### src/rtl/updown_pkg.sv
// Shared types and segment codes for the up/down game judge.
// Segment bit order is {g,f,e,d,c,b,a}, active-high.
package updown_pkg;

    typedef enum logic [2:0] {
        R_IDLE = 3'd0,
        R_UP   = 3'd1,
        R_DOWN = 3'd2,
        R_HIT  = 3'd3,
        R_ERR  = 3'd4
    } result_t;

    typedef enum logic [1:0] {
        PLAY = 2'd0,
        WIN  = 2'd1,
        LOSE = 2'd2
    } state_t;

    localparam logic [6:0] SEG_DASH = 7'b1000000;
    localparam logic [6:0] SEG_U    = 7'b0111110;
    localparam logic [6:0] SEG_D    = 7'b1011110;
    localparam logic [6:0] SEG_C    = 7'b0111001;
    localparam logic [6:0] SEG_L    = 7'b0111000;
    localparam logic [6:0] SEG_E    = 7'b1111001;

endpackage

### src/rtl/updown_judge_if.sv
// Guess/judge bundle between debounce logic, RNG and the display mux.
// UPDOWN_BEST_SCORE_EN adds the best_tries field.
interface updown_judge_if #(
    parameter int NUM_W     = 7,
    parameter int MAX_TRIES = 7
) ();
    import updown_pkg::*;

    localparam int TW = $clog2(MAX_TRIES + 1);

    logic             guess_trigger;
    logic             new_game;
    logic [NUM_W-1:0] user_number;
    logic [NUM_W-1:0] actual_number;
    logic [6:0]       seg_display;
    result_t          result;
    logic [TW-1:0]    tries_used;
    logic             game_over;
    logic             win;
`ifdef UPDOWN_BEST_SCORE_EN
    logic [TW-1:0]    best_tries;
`endif

    modport master (
        output guess_trigger, new_game, user_number, actual_number,
`ifdef UPDOWN_BEST_SCORE_EN
        input  best_tries,
`endif
        input  seg_display, result, tries_used, game_over, win
    );

    modport slave (
        input  guess_trigger, new_game, user_number, actual_number,
`ifdef UPDOWN_BEST_SCORE_EN
        output best_tries,
`endif
        output seg_display, result, tries_used, game_over, win
    );

endinterface

### src/rtl/updown_seg_decoder.sv
// Maps (game state, last judgement) to a one-digit 7-segment hint.
// Latency: combinational. Backpressure: none.
module updown_seg_decoder
    import updown_pkg::*;
(
    input  state_t     state,
    input  result_t    result,
    output logic [6:0] seg
);

    always_comb begin
        seg = SEG_DASH;
        case (state)
            WIN:  seg = SEG_C;
            LOSE: seg = SEG_L;
            default: begin
                case (result)
                    R_UP:    seg = SEG_U;
                    R_DOWN:  seg = SEG_D;
                    R_HIT:   seg = SEG_C;
                    R_ERR:   seg = SEG_E;
                    default: seg = SEG_DASH;
                endcase
            end
        endcase
    end

endmodule

### src/rtl/updown_judge.sv
// Up/down game judge: edge-triggered guesses, try counting, PLAY/WIN/LOSE FSM, 7-seg hint.
// Latency: 1 cycle from detected trigger edge to all outputs. Backpressure: none.
// UPDOWN_BEST_SCORE_EN adds best_tries, the fewest tries of any win since reset.
module updown_judge
    import updown_pkg::*;
#(
    parameter int NUM_W      = 7,
    parameter int MAX_NUMBER = 99,
    parameter int MAX_TRIES  = 7
) (
    input  logic          clk,
    input  logic          reset,
    updown_judge_if.slave bus
);

    localparam int              TW         = $clog2(MAX_TRIES + 1);
    localparam logic [TW-1:0]   TRIES_MAX  = TW'(MAX_TRIES);
    localparam logic [NUM_W:0]  NUMBER_MAX = (NUM_W + 1)'(MAX_NUMBER);

    state_t        state_q, state_nxt;
    result_t       result_q, result_nxt;
    logic [TW-1:0] tries_q, tries_nxt;
    logic [6:0]    seg_q, seg_nxt;
    logic          trig_q;
    logic          over_q;
    logic          win_q;
    logic          fire;

    assign fire = bus.guess_trigger & ~trig_q;

    always_comb begin
        state_nxt  = state_q;
        result_nxt = result_q;
        tries_nxt  = tries_q;
        if (bus.new_game) begin
            state_nxt  = PLAY;
            result_nxt = R_IDLE;
            tries_nxt  = '0;
        end else if (fire && state_q == PLAY) begin
            if ({1'b0, bus.user_number} > NUMBER_MAX) begin
                result_nxt = R_ERR;
            end else begin
                if (tries_q != TRIES_MAX) tries_nxt = tries_q + 1'b1;
                if (bus.user_number == bus.actual_number) begin
                    result_nxt = R_HIT;
                    state_nxt  = WIN;
                end else begin
                    result_nxt = (bus.user_number < bus.actual_number) ? R_UP : R_DOWN;
                    if (tries_nxt == TRIES_MAX) state_nxt = LOSE;
                end
            end
        end
    end

    // Decode the next state so the registered hint lands on the same edge as the judgement.
    updown_seg_decoder u_seg (
        .state  (state_nxt),
        .result (result_nxt),
        .seg    (seg_nxt)
    );

    always_ff @(posedge clk) begin
        if (reset) begin
            state_q  <= PLAY;
            result_q <= R_IDLE;
            tries_q  <= '0;
            seg_q    <= SEG_DASH;
            trig_q   <= 1'b0;
            over_q   <= 1'b0;
            win_q    <= 1'b0;
        end else begin
            state_q  <= state_nxt;
            result_q <= result_nxt;
            tries_q  <= tries_nxt;
            seg_q    <= seg_nxt;
            trig_q   <= bus.guess_trigger;
            over_q   <= (state_nxt != PLAY);
            win_q    <= (state_nxt == WIN);
        end
    end

    assign bus.seg_display = seg_q;
    assign bus.result      = result_q;
    assign bus.tries_used  = tries_q;
    assign bus.game_over   = over_q;
    assign bus.win         = win_q;

`ifdef UPDOWN_BEST_SCORE_EN
    // "None" is MAX_TRIES+1, clipped when it does not fit the field.
    localparam int            BEST_NONE_I = (MAX_TRIES + 1 > (1 << TW) - 1) ? (1 << TW) - 1 : MAX_TRIES + 1;
    localparam logic [TW-1:0] BEST_NONE   = TW'(BEST_NONE_I);

    logic [TW-1:0] best_q;

    always_ff @(posedge clk) begin
        if (reset) begin
            best_q <= BEST_NONE;
        end else if (state_nxt == WIN && state_q != WIN && tries_nxt < best_q) begin
            best_q <= tries_nxt;
        end
    end

    assign bus.best_tries = best_q;
`endif

endmodule

### src/flat_wrapper.sv
// flat-port wrapper written by rule: the top's interface ports become plain ports
module updown_judge_flat import updown_pkg::*;
#(
    parameter int NUM_W      = 7,
    parameter int MAX_NUMBER = 99,
    parameter int MAX_TRIES  = 7
)
  (clk, reset, bus_guess_trigger, bus_new_game, bus_user_number, bus_actual_number, bus_seg_display, bus_result, bus_tries_used, bus_game_over, bus_win);
  updown_judge_if #(.NUM_W(NUM_W), .MAX_TRIES(MAX_TRIES)) bus_i ();
  input  logic clk;
  input  logic reset;
  input wire logic [$bits(bus_i.guess_trigger)-1:0] bus_guess_trigger;
  input wire logic [$bits(bus_i.new_game)-1:0] bus_new_game;
  input wire logic [$bits(bus_i.user_number)-1:0] bus_user_number;
  input wire logic [$bits(bus_i.actual_number)-1:0] bus_actual_number;
  output wire logic [$bits(bus_i.seg_display)-1:0] bus_seg_display;
  output wire logic [$bits(bus_i.result)-1:0] bus_result;
  output wire logic [$bits(bus_i.tries_used)-1:0] bus_tries_used;
  output wire logic [$bits(bus_i.game_over)-1:0] bus_game_over;
  output wire logic [$bits(bus_i.win)-1:0] bus_win;
  assign bus_i.guess_trigger = bus_guess_trigger;
  assign bus_i.new_game = bus_new_game;
  assign bus_i.user_number = bus_user_number;
  assign bus_i.actual_number = bus_actual_number;
  assign bus_seg_display = bus_i.seg_display;
  assign bus_result = bus_i.result;
  assign bus_tries_used = bus_i.tries_used;
  assign bus_game_over = bus_i.game_over;
  assign bus_win = bus_i.win;
  updown_judge #(.NUM_W(NUM_W), .MAX_NUMBER(MAX_NUMBER), .MAX_TRIES(MAX_TRIES)) u_core (.clk(clk), .reset(reset), .bus(bus_i));
endmodule
### config.mk
export PLATFORM = sky130hd
export DESIGN_NAME = updown_judge_flat
export DESIGN_NICKNAME = d
export VERILOG_FILES = /design/src/rtl/updown_pkg.sv /design/src/rtl/updown_judge_if.sv /design/src/rtl/updown_seg_decoder.sv /design/src/rtl/updown_judge.sv /design/src/flat_wrapper.sv
export SDC_FILE = /design/constraint.sdc
export NUM_CORES = 1
export LEC_CHECK = 0
export BUFFER_PORTS_ARGS = -buffer_cell sky130_fd_sc_hd__buf_2
export CORE_MARGIN = 1
export CORE_UTILIZATION = 40
export DETAILED_ROUTE_END_ITERATION = 6
export PLACE_DENSITY_LB_ADDON = 0.2
export SLEW_MARGIN = 10
export SYNTH_ARGS = -nofsm -noshare
export SYNTH_HDL_FRONTEND = slang
export SYNTH_SLANG_ARGS = --single-unit
### constraint.sdc
create_clock -name clk -period 2.67 [get_ports clk]
set_input_delay 0.534 -clock clk [delete_from_list [all_inputs] [get_ports clk]]
set_output_delay 0.534 -clock clk [all_outputs]
set_load 0.005 [all_outputs]
Word-level counts from Yosys, hierarchy flattened --
Cells that the tools add are included.
Word-level totals: output and inout bits 15, input bits 18, register bits 18
Cells by class: eq/ne operators 9, reduce and logical (&&, ||, !) cells 5, $lt $le $gt $ge 2, add/sub/neg operators 1, bitwise gates (word level) 3, mux-type cells 16
Operator list (number):
- 7-bit case mux with 4 select lines | 1
- 3-bit 2-to-1 mux | 8
- 7-bit case mux with 2 select lines | 1
- 2-bit 2-to-1 mux | 6
- 7-bit equality test | 1
- 7-bit > comparator, second input constant | 1
- 7-bit less-than comparator | 1
- 3-bit by 2-bit equality test with 1-bit output, second input constant | 2
- 3-bit equality test, second input constant | 2
- 3-bit by 1-bit adder with 3-bit output, second input constant | 1
- 3-bit by 1-bit equality test with 1-bit output, second input constant | 1
- 3-bit inequality test, second input constant | 1
- 2-bit by 1-bit equality test with 1-bit output, second input constant | 1
- 2-bit equality test, second input constant | 1
- 2-bit logical NOT | 1
- 1-bit inverter | 2
- 2-bit AND reduction | 1
- 2-bit nonzero test | 1
- 2-bit OR reduction | 1
- 1-bit bitwise AND | 1
- 1-bit logical AND | 1

Depth between registers and ports, before layout --
Gate-level depths: netlist (run 1).
depth in word-level cells 13, depth in mapped cells 11, mapped depth without buffers 11

Cells and area by module --
A second synthesis (run 1) with hierarchy kept.
Unflattened totals: cell total of the unflattened synthesis 119, area total of the unflattened synthesis 1043.5 sq um
By module, submodules not included:
- updown_judge | area each 934.6 sq um, times used 1, sequential area each 360.3 sq um, cells each 103
- updown_seg_decoder | area each 108.9 sq um, times used 1, sequential area each 0.0 sq um, cells each 16

Worst setup path before layout (run 1) --
OpenSTA, ideal clock, no wires.
path type input port to flip-flop, start point input port bus_user_number[4], end point register u_core.seg_q[4], in the netlist u_core.bus.seg_display[4], cell stages on the path 11, buffers on the path 1, library setup time 127 ps, slack 39 ps, arrival time 2504 ps, path through o311ai_1 -> and2_1 -> buf_6 -> inv_1 -> nor2_1 -> nor2_1 -> or2_2 -> ha_1 -> inv_1 -> nor2_1 -> or3_1
Between the ends: cells in the longest elaborated chain, start to end 9, elaborated cells on any way between the ends 20, those cells by class order compare (2); eq/ne (7); mux (11)
RTL lines:
- start: declaration | RTL line flat_wrapper.sv:14 | input wire logic [$bits(bus_i.user_number)-1:0] bus_user_number;
- 7-bit less-than comparator | RTL line updown_judge.sv:48 | result_nxt = (bus.user_number < bus.actual_number) ? R_UP : R_DOWN;
- 2-bit 2-to-1 mux | RTL line updown_judge.sv:48
- 3-bit 2-to-1 mux | RTL line updown_judge.sv:44 | if (bus.user_number == bus.actual_number) begin
- 3-bit 2-to-1 mux | RTL line updown_judge.sv:40 | if ({1'b0, bus.user_number} > NUMBER_MAX) begin
- 3-bit 2-to-1 mux | RTL line updown_judge.sv:39 | end else if (fire && state_q == PLAY) begin
- 3-bit 2-to-1 mux | RTL line updown_judge.sv:35 | if (bus.new_game) begin
- 3-bit equality test (tied with other cells) | RTL line updown_seg_decoder.sv:17 | case (result)
- 7-bit case mux with 4 select lines | RTL line updown_seg_decoder.sv:17
- 7-bit case mux with 2 select lines * | RTL line updown_seg_decoder.sv:13 | case (state)
- end signal: assignment | RTL line updown_judge.sv:75 | seg_q <= seg_nxt;
- end: declaration | RTL line updown_judge.sv:23 | logic [6:0] seg_q, seg_nxt;
Mark *: on every way between the ends. The rest lies on a longest branch, timed or not. A chain may end at the register's enable or synchronous reset.

Worst setup path after layout (run 1) --
start point input port bus_user_number[5], end point register u_core.seg_q[4], in the netlist u_core.bus.seg_display[4]
The elaborated chain is that of the path after synthesis.

==> results.py, run 1 <==
metrics = {
    "status": {
        "status": "finished clean",
    },
    "finish": {
        "fill_cells": 213,
        "nets": 177,
        "post-route-util": 0.537,
        "insertedDiodeCount": 0,
        "syn_to_final_growth_pct": 26.7,
        "drive_above_1_share": 0.351,
    },
    "sta": {
        "hold_slack_ns": 0.492,
        "relSlewSlack": 0.753,
        "hold_violations": 0,
        "worst_pin_slew_ns": 0.365,
        "slew_violations": 0,
        "clock.fmax_mhz": 402,
        "rsz0062_at_grt": "false",
        "finalCritPeriodShare": 0.932,
        "setup_viol": 0,
        "period_needed_ns": 2.49,
        "clock_skew_ns": 0.00339,
        "fin_setup_tns_ns": 0,
    },
    "pwr": {
        "p_seq_frac": 0.495,
        "intPower_mw": 0.378,
        "pwr-share-clk": 0.305,
        "p_sw_mw": 0.126,
        "swShare": 0.250,
        "vdd_drop_max_mv": 0.258,
        "powerDensity_nw_per_um2": 424,
        "p_leak_nw": 0.593,
        "combPwrFrac": 0.199,
    },
    "clocking": {
        "cts_sinks": 16,
        "htreeDepth": 1,
        "insertion_delay_ns": 0.28,
        "clkTransAtPathRegs_ns": 0.08,
        "cts_tree": "built",
        "cts_setup_buffers": 0,
        "post_cts_resized": 0,
        "hold_buffers": 0,
        "numCtsBuffers": 3,
        "clock_path_buffers": 2,
        "clockRootBuffer": "clkbuf_4",
    },
    "worst_setup_path": {
        "end_kind": "flop",
        "cp-start-kind": "input pin",
        "crit_required_ns": 2.84,
        "path_buf_inv": 2,
        "path_class": "input pin to flop",
        "crit_path_cell_trace": "buf_2 -> ha_1 -> and4_1 -> nand4_1 -> nor2_1 -> nor2_1 -> or2_2 -> ha_1 -> inv_1 -> nor2_1 -> or3_1",
        "critPathSlowestCell": "or3_1",
        "path_common_cell": "nor2_1",
        "critical_path.top_delay_family": "simple AND/OR/NAND/NOR gates",
        "cp_data_arrival_time_ns": 2.66,
        "max_stage_delay_ns": 0.36,
        "crit_fanout": 5,
    },
    "yosys": {
        "synth_top_area_share": 0.341,
        "synthTopCellsByCount": "16 x dfxtp_1, 14 x nor2_1, 10 x ha_1, 10 x inv_1, 8 x nand2_1",
        "synth-simple-area-share": 0.211,
        "synth_compound_area_frac": 0.203,
        "syn-num-nets": 137,
        "avgSynthCellArea_sq_um": 8.61,
        "yosysUniqueCellTypes": 38,
        "synth_ff_type": "dfxtp_1",
        "synth-xor-area-share": 0.0280,
        "synth.most_common_cell": "dfxtp_1",
        "synthArstFlopShare": 0,
        "ys_warn_count": 0,
        "netlist_instances": 109,
        "synth_top_family_by_area": "simple AND/OR/NAND/NOR gates",
        "yosysTopAreaCell": "dfxtp_1",
        "synthMuxAreaShare": 0,
        "syn_area_sq_um": 938,
        "yosys.area_share.adder": 0.133,
        "synth.area.top_cells": "dfxtp_1 34%, ha_1 13%, nor2_1 5.6%, inv_1 4.0%, a21oi_1 3.2%",
        "seq_area_frac_synth": 0.341,
        "synth_seq_cells": 16,
        "synth_edf_count": 0,
    },
    "placement": {
        "port_buffers": 32,
        "dp_hpwl_mm": 1.62,
        "gp_congestion": 0.860,
    },
    "global_routing": {
        "grt_pass1_vias": 874,
        "gr-total-overflow": 0,
        "grt_max_degree": 10,
        "antenna_found_initial": 0,
        "grt_use_total": 0.182,
        "grt_pass1_wl_mm": 3.49,
    },
    "die": {
        "std_cell_rows": 17,
        "die_area_sq_um": 2540,
        "coreArea_sq_um": 2210,
        "dieWidth_um": 50.4,
        "die_y_um": 50.4,
        "io_pins": 33,
        "start_util": 0.424,
    },
    "drt": {
        "drc": 0,
        "drt.antenna.violating_nets": 0,
        "vias_per_cell": 5.16,
        "wl_per_cell_um": 11.0,
        "first_iter_violations": 20,
        "dr.pass1.iters": 5,
        "finalWirelength_mm": 1.94,
        "via_count": 908,
    },
    "run": {
        "cap_violations": 0,
    },
    "worst_hold_path": {
        "hp-class": "input pin to flop",
    },
}
==> power groups by stage <==
stage	clock, mW	sequential (mW)	combinational (mW)
after floorplan	0	0.256	0.0634
after global placement	0	0.255	0.0981
after detailed placement	0	0.256	0.100
after CTS	0.161	0.250	0.101
after global routing	0.174	0.251	0.113
final	0.154	0.250	0.100
==> stage by stage <==
step                instance area, sq um  std cells  worst slack (ns)  total power [mW]
floorplan                            938        109            0.0392             0.319
global placement                    1150        172           -0.0627             0.353
detailed placement                  1150        172            -0.124             0.356
CTS                                 1190        176             0.182             0.511
global route                        1190        176            0.0245             0.538
finish                              1190        176             0.183             0.504
==> path summary, 6_finish.rpt <==
kind                                              startpoint                                   end  slack, ns  cells past startpoint
worst max-delay path                      bus_user_number[5]  u_core.bus.seg_display[4]$_SDFF_PP0_       0.18                     11
worst min-delay path                                   reset  u_core.bus.seg_display[5]$_SDFF_PP0_       0.49                      2
worst max register to register  u_core.state_q[1]$_SDFF_PP0_  u_core.bus.seg_display[4]$_SDFF_PP0_       0.33                     10
worst min register to register                          flop                                  flop       0.51                      2
==> layout make-up <==
class | count | area, sq um | share of cell area
tap | 28 | 35.0 | 0.0295
sequential | 16 | 320 | 0.269
inverter | 10 | 37.5 | 0.0316
timing repair buffer | 40 | 220 | 0.185
clock buffer | 4 | 36.3 | 0.0305
multi-input combinational | 78 | 539 | 0.454
==> registers in the layout (all words and copies together), names as in the netlist, named ones only <==
signal / cells
u_core.bus.result: 3
u_core.bus.tries_used: 2
u_core.state_q: 2
u_core.bus.seg_display: 5
u_core.bus.win: 1
u_core.bus.game_over: 1
u_core.trig_q: 1
==> cells by family (layout without fill, tap and decap cells) <==
logic type      count (synthesis)  after routing
simple gates                   39             39
compound gates                 26             26
fa+ha+maj                      10             10
xor+xnor                        3              3
flops                          16             16
buf+inv                        15             54
==> routing by layer <==
metal / up-vias / wire, um / track usage
li1: 460 / - / -
met1: 415 / 876 / 0.202
met2: 31 / 936 / 0.324
met3: 2 / 113 / 0.0667
met4: 0 / 12 / 0.0463
met5: - / 0 / 0
==> placed cells by master, fill, tap and decap left out, types with 2 or more instances in the layout <==
| cell | netlist | final |
|---|---|---|
| a22oi_1 | 2 | 2 |
| o21ai_0 | 3 | 3 |
| nor2_1 | 14 | 14 |
| inv_1 | 10 | 10 |
| ha_1 | 10 | 10 |
| dfxtp_1 | 16 | 16 |
| buf_2 | 0 | 32 |
| o211ai_1 | 2 | 2 |
| nand2_1 | 8 | 8 |
| a21oi_1 | 6 | 6 |
| xor2_1 | 3 | 3 |
| nor2b_1 | 2 | 2 |
| or2_2 | 3 | 3 |
| nor3_1 | 2 | 2 |
| buf_4 | 2 | 8 |
| clkbuf_4 | 0 | 3 |
| a21oi_2 | 2 | 2 |
(Power assumes the default switching activity.)
==> run 2, diff against run 1 <==
- CORE_UTILIZATION: 40 -> 30
- SKIP_CTS_REPAIR_TIMING: default -> 1
==> run 2 against run 1 <==
  * Via count is 0.88% lower
  * Clock skew fell by 0.00098 ns
  * Hold slack got worse by 0.0069 ns
  * Global-route usage decreased by 4.6 points
  * Cell count grew 3.4%
  * First-iteration DRC count is 15% lower
  * Non-clock buffer count rose by 4
  * Sequential cell count unchanged
  * Utilization shrank 11 points
  * Sequential share of layout area is 0.58 points lower
  * Sequential power about the same
==> results.py, run 2 (synthesized netlist as in run 1, its figures left out) <==
metrics = {
    "clocking": {
        "cts_sinks": 16,
        "clock_path_buffers": 2,
        "numCtsBuffers": 3,
        "clockRootBuffer": "clkbuf_4",
        "insertion_delay_ns": 0.28,
        "clkTransAtPathRegs_ns": 0.09,
        "cts_tree": "built",
        "htreeDepth": 1,
    },
    "sta": {
        "finalCritPeriodShare": 0.911,
        "clock_skew_ns": 0.00241,
        "setup_viol": 0,
        "period_needed_ns": 2.43,
        "layout_setup_ws_ns": 0.238,
        "hold_violations": 0,
        "worst_pin_slew_ns": 0.393,
        "relSlewSlack": 0.734,
        "clock.fmax_mhz": 411,
        "rsz0062_at_grt": "false",
        "slew_violations": 0,
        "fin_setup_tns_ns": 0,
    },
    "drt": {
        "wl_per_cell_um": 11.5,
        "dr.pass1.iters": 6,
        "via_count": 900,
        "drc": 0,
        "first_iter_violations": 17,
        "finalWirelength_mm": 2.09,
        "drt.antenna.violating_nets": 0,
        "vias_per_cell": 4.95,
    },
    "die": {
        "die_area_sq_um": 3360,
        "std_cell_rows": 19,
        "dieWidth_um": 57.9,
        "start_util": 0.329,
        "io_pins": 33,
        "die_y_um": 57.9,
        "coreArea_sq_um": 2850,
    },
    "finish": {
        "nets": 181,
        "largest_reg_flops": 5,
        "syn_to_final_growth_pct": 29.5,
        "fill_cells": 302,
        "insertedDiodeCount": 0,
        "final_common_cell": "buf_2",
        "drive_above_1_share": 0.371,
        "final_cell_mix": "32 x buf_2, 16 x dfxtp_1, 14 x nor2_1, 12 x buf_4",
    },
    "pwr": {
        "vdd_drop_max_mv": 0.127,
        "powerDensity_nw_per_um2": 394,
        "p_leak_nw": 0.607,
    },
    "placement": {
        "gp_congestion": 0.777,
        "port_buffers": 32,
        "pre_cts_slack_ns": -0.0522,
        "dp_hpwl_mm": 1.69,
    },
    "worst_setup_path": {
        "end_kind": "flop",
        "max_stage_delay_ns": 0.40,
        "cp-start-kind": "input pin",
        "critPathSlowestCell": "o311ai_1",
        "cp_data_arrival_time_ns": 2.60,
        "path_class": "input pin to flop",
        "path_common_cell": "nor2_1",
        "crit_path_cell_trace": "buf_2 -> o311ai_1 -> and2_1 -> inv_1 -> nor2_1 -> nor2_1 -> or2_2 -> ha_1 -> inv_1 -> nor2_1 -> or3_1",
        "critical_path.top_delay_family": "simple AND/OR/NAND/NOR gates",
        "r2r_cells": 10,
        "crit_fanout": 4,
        "path_buf_inv": 3,
        "cp.depth": 11,
        "crit_required_ns": 2.84,
    },
    "global_routing": {
        "grt_pass1_vias": 824,
        "grt_use_total": 0.136,
        "grt_max_degree": 10,
        "antenna_found_initial": 0,
        "grt_pass1_wl_mm": 3.50,
        "gr-total-overflow": 0,
    },
    "run": {
        "cap_violations": 0,
    },
    "worst_hold_path": {
        "hp-class": "input pin to flop",
        "min_path_cells": 2,
    },
    "status": {
        "status": "finished clean",
    },
}
-- run 2: cell count changes in the layout (fill, tap and decap cells not counted), sizes merged --
cell	change
clkbuf	-1
buf	+4
-- run 2: routing by layer --
metal / part of all wire / GRT usage / routed length [um] / vias up
met5: 0 / 0 / 0 / -
met4: 0.013 / 0.0714 / 27 / 0
met3: 0.049 / 0.0290 / 103 / 2
met2: 0.48 / 0.218 / 998 / 27
met1: 0.46 / 0.170 / 958 / 407
li1: - / - / - / 464
-- run 2: cell type report --
cell class / instances / area, sq um / area share
clock buffers: 3 / 22.5 / 0.0185
inverters: 10 / 37.5 / 0.0309
well taps: 31 / 38.8 / 0.0319
flip-flops and latches: 16 / 320 / 0.264
multi-input cells: 78 / 546 / 0.449
repair buffers: 44 / 250 / 0.206
-- run 2: final timing paths --
check | from | end | slack, ns
max | bus_user_number[4] | u_core.bus.seg_display[4]$_SDFF_PP0_ | 0.24
min | bus_guess_trigger | u_core.trig_q$_SDFF_PP0_ | 0.49
max reg2reg | u_core.trig_q$_SDFF_PP0_ | u_core.bus.seg_display[4]$_SDFF_PP0_ | 0.33
min reg2reg | flop | flop | 0.51
-- run 2: power by group --
group	internal [mW]	leakage [nW]	switching (mW)	total, mW
Combinational	0.0536	0.464	0.0510	0.105
Clock	0.0523	0.0138	0.0713	0.124
Sequential	0.245	0.130	0.00482	0.250
Total	0.351	0.607	0.127	0.478
-- run 2: through the flow --
| step | instances | cell area [sq um] | total power, mW | hold WS, ns | util |
|---|---|---|---|---|---|
| floorplan | 109 | 938 | 0.319 | 0.477 | - |
| global placement | 179 | 1190 | 0.359 | 0.489 | 0.416 |
| detailed placement | 179 | 1190 | 0.360 | 0.505 | 0.416 |
| CTS | 182 | 1210 | 0.482 | 0.483 | 0.424 |
| global route | 182 | 1210 | 0.511 | 0.502 | 0.426 |
| finish | 182 | 1210 | 0.478 | 0.485 | 0.426 |
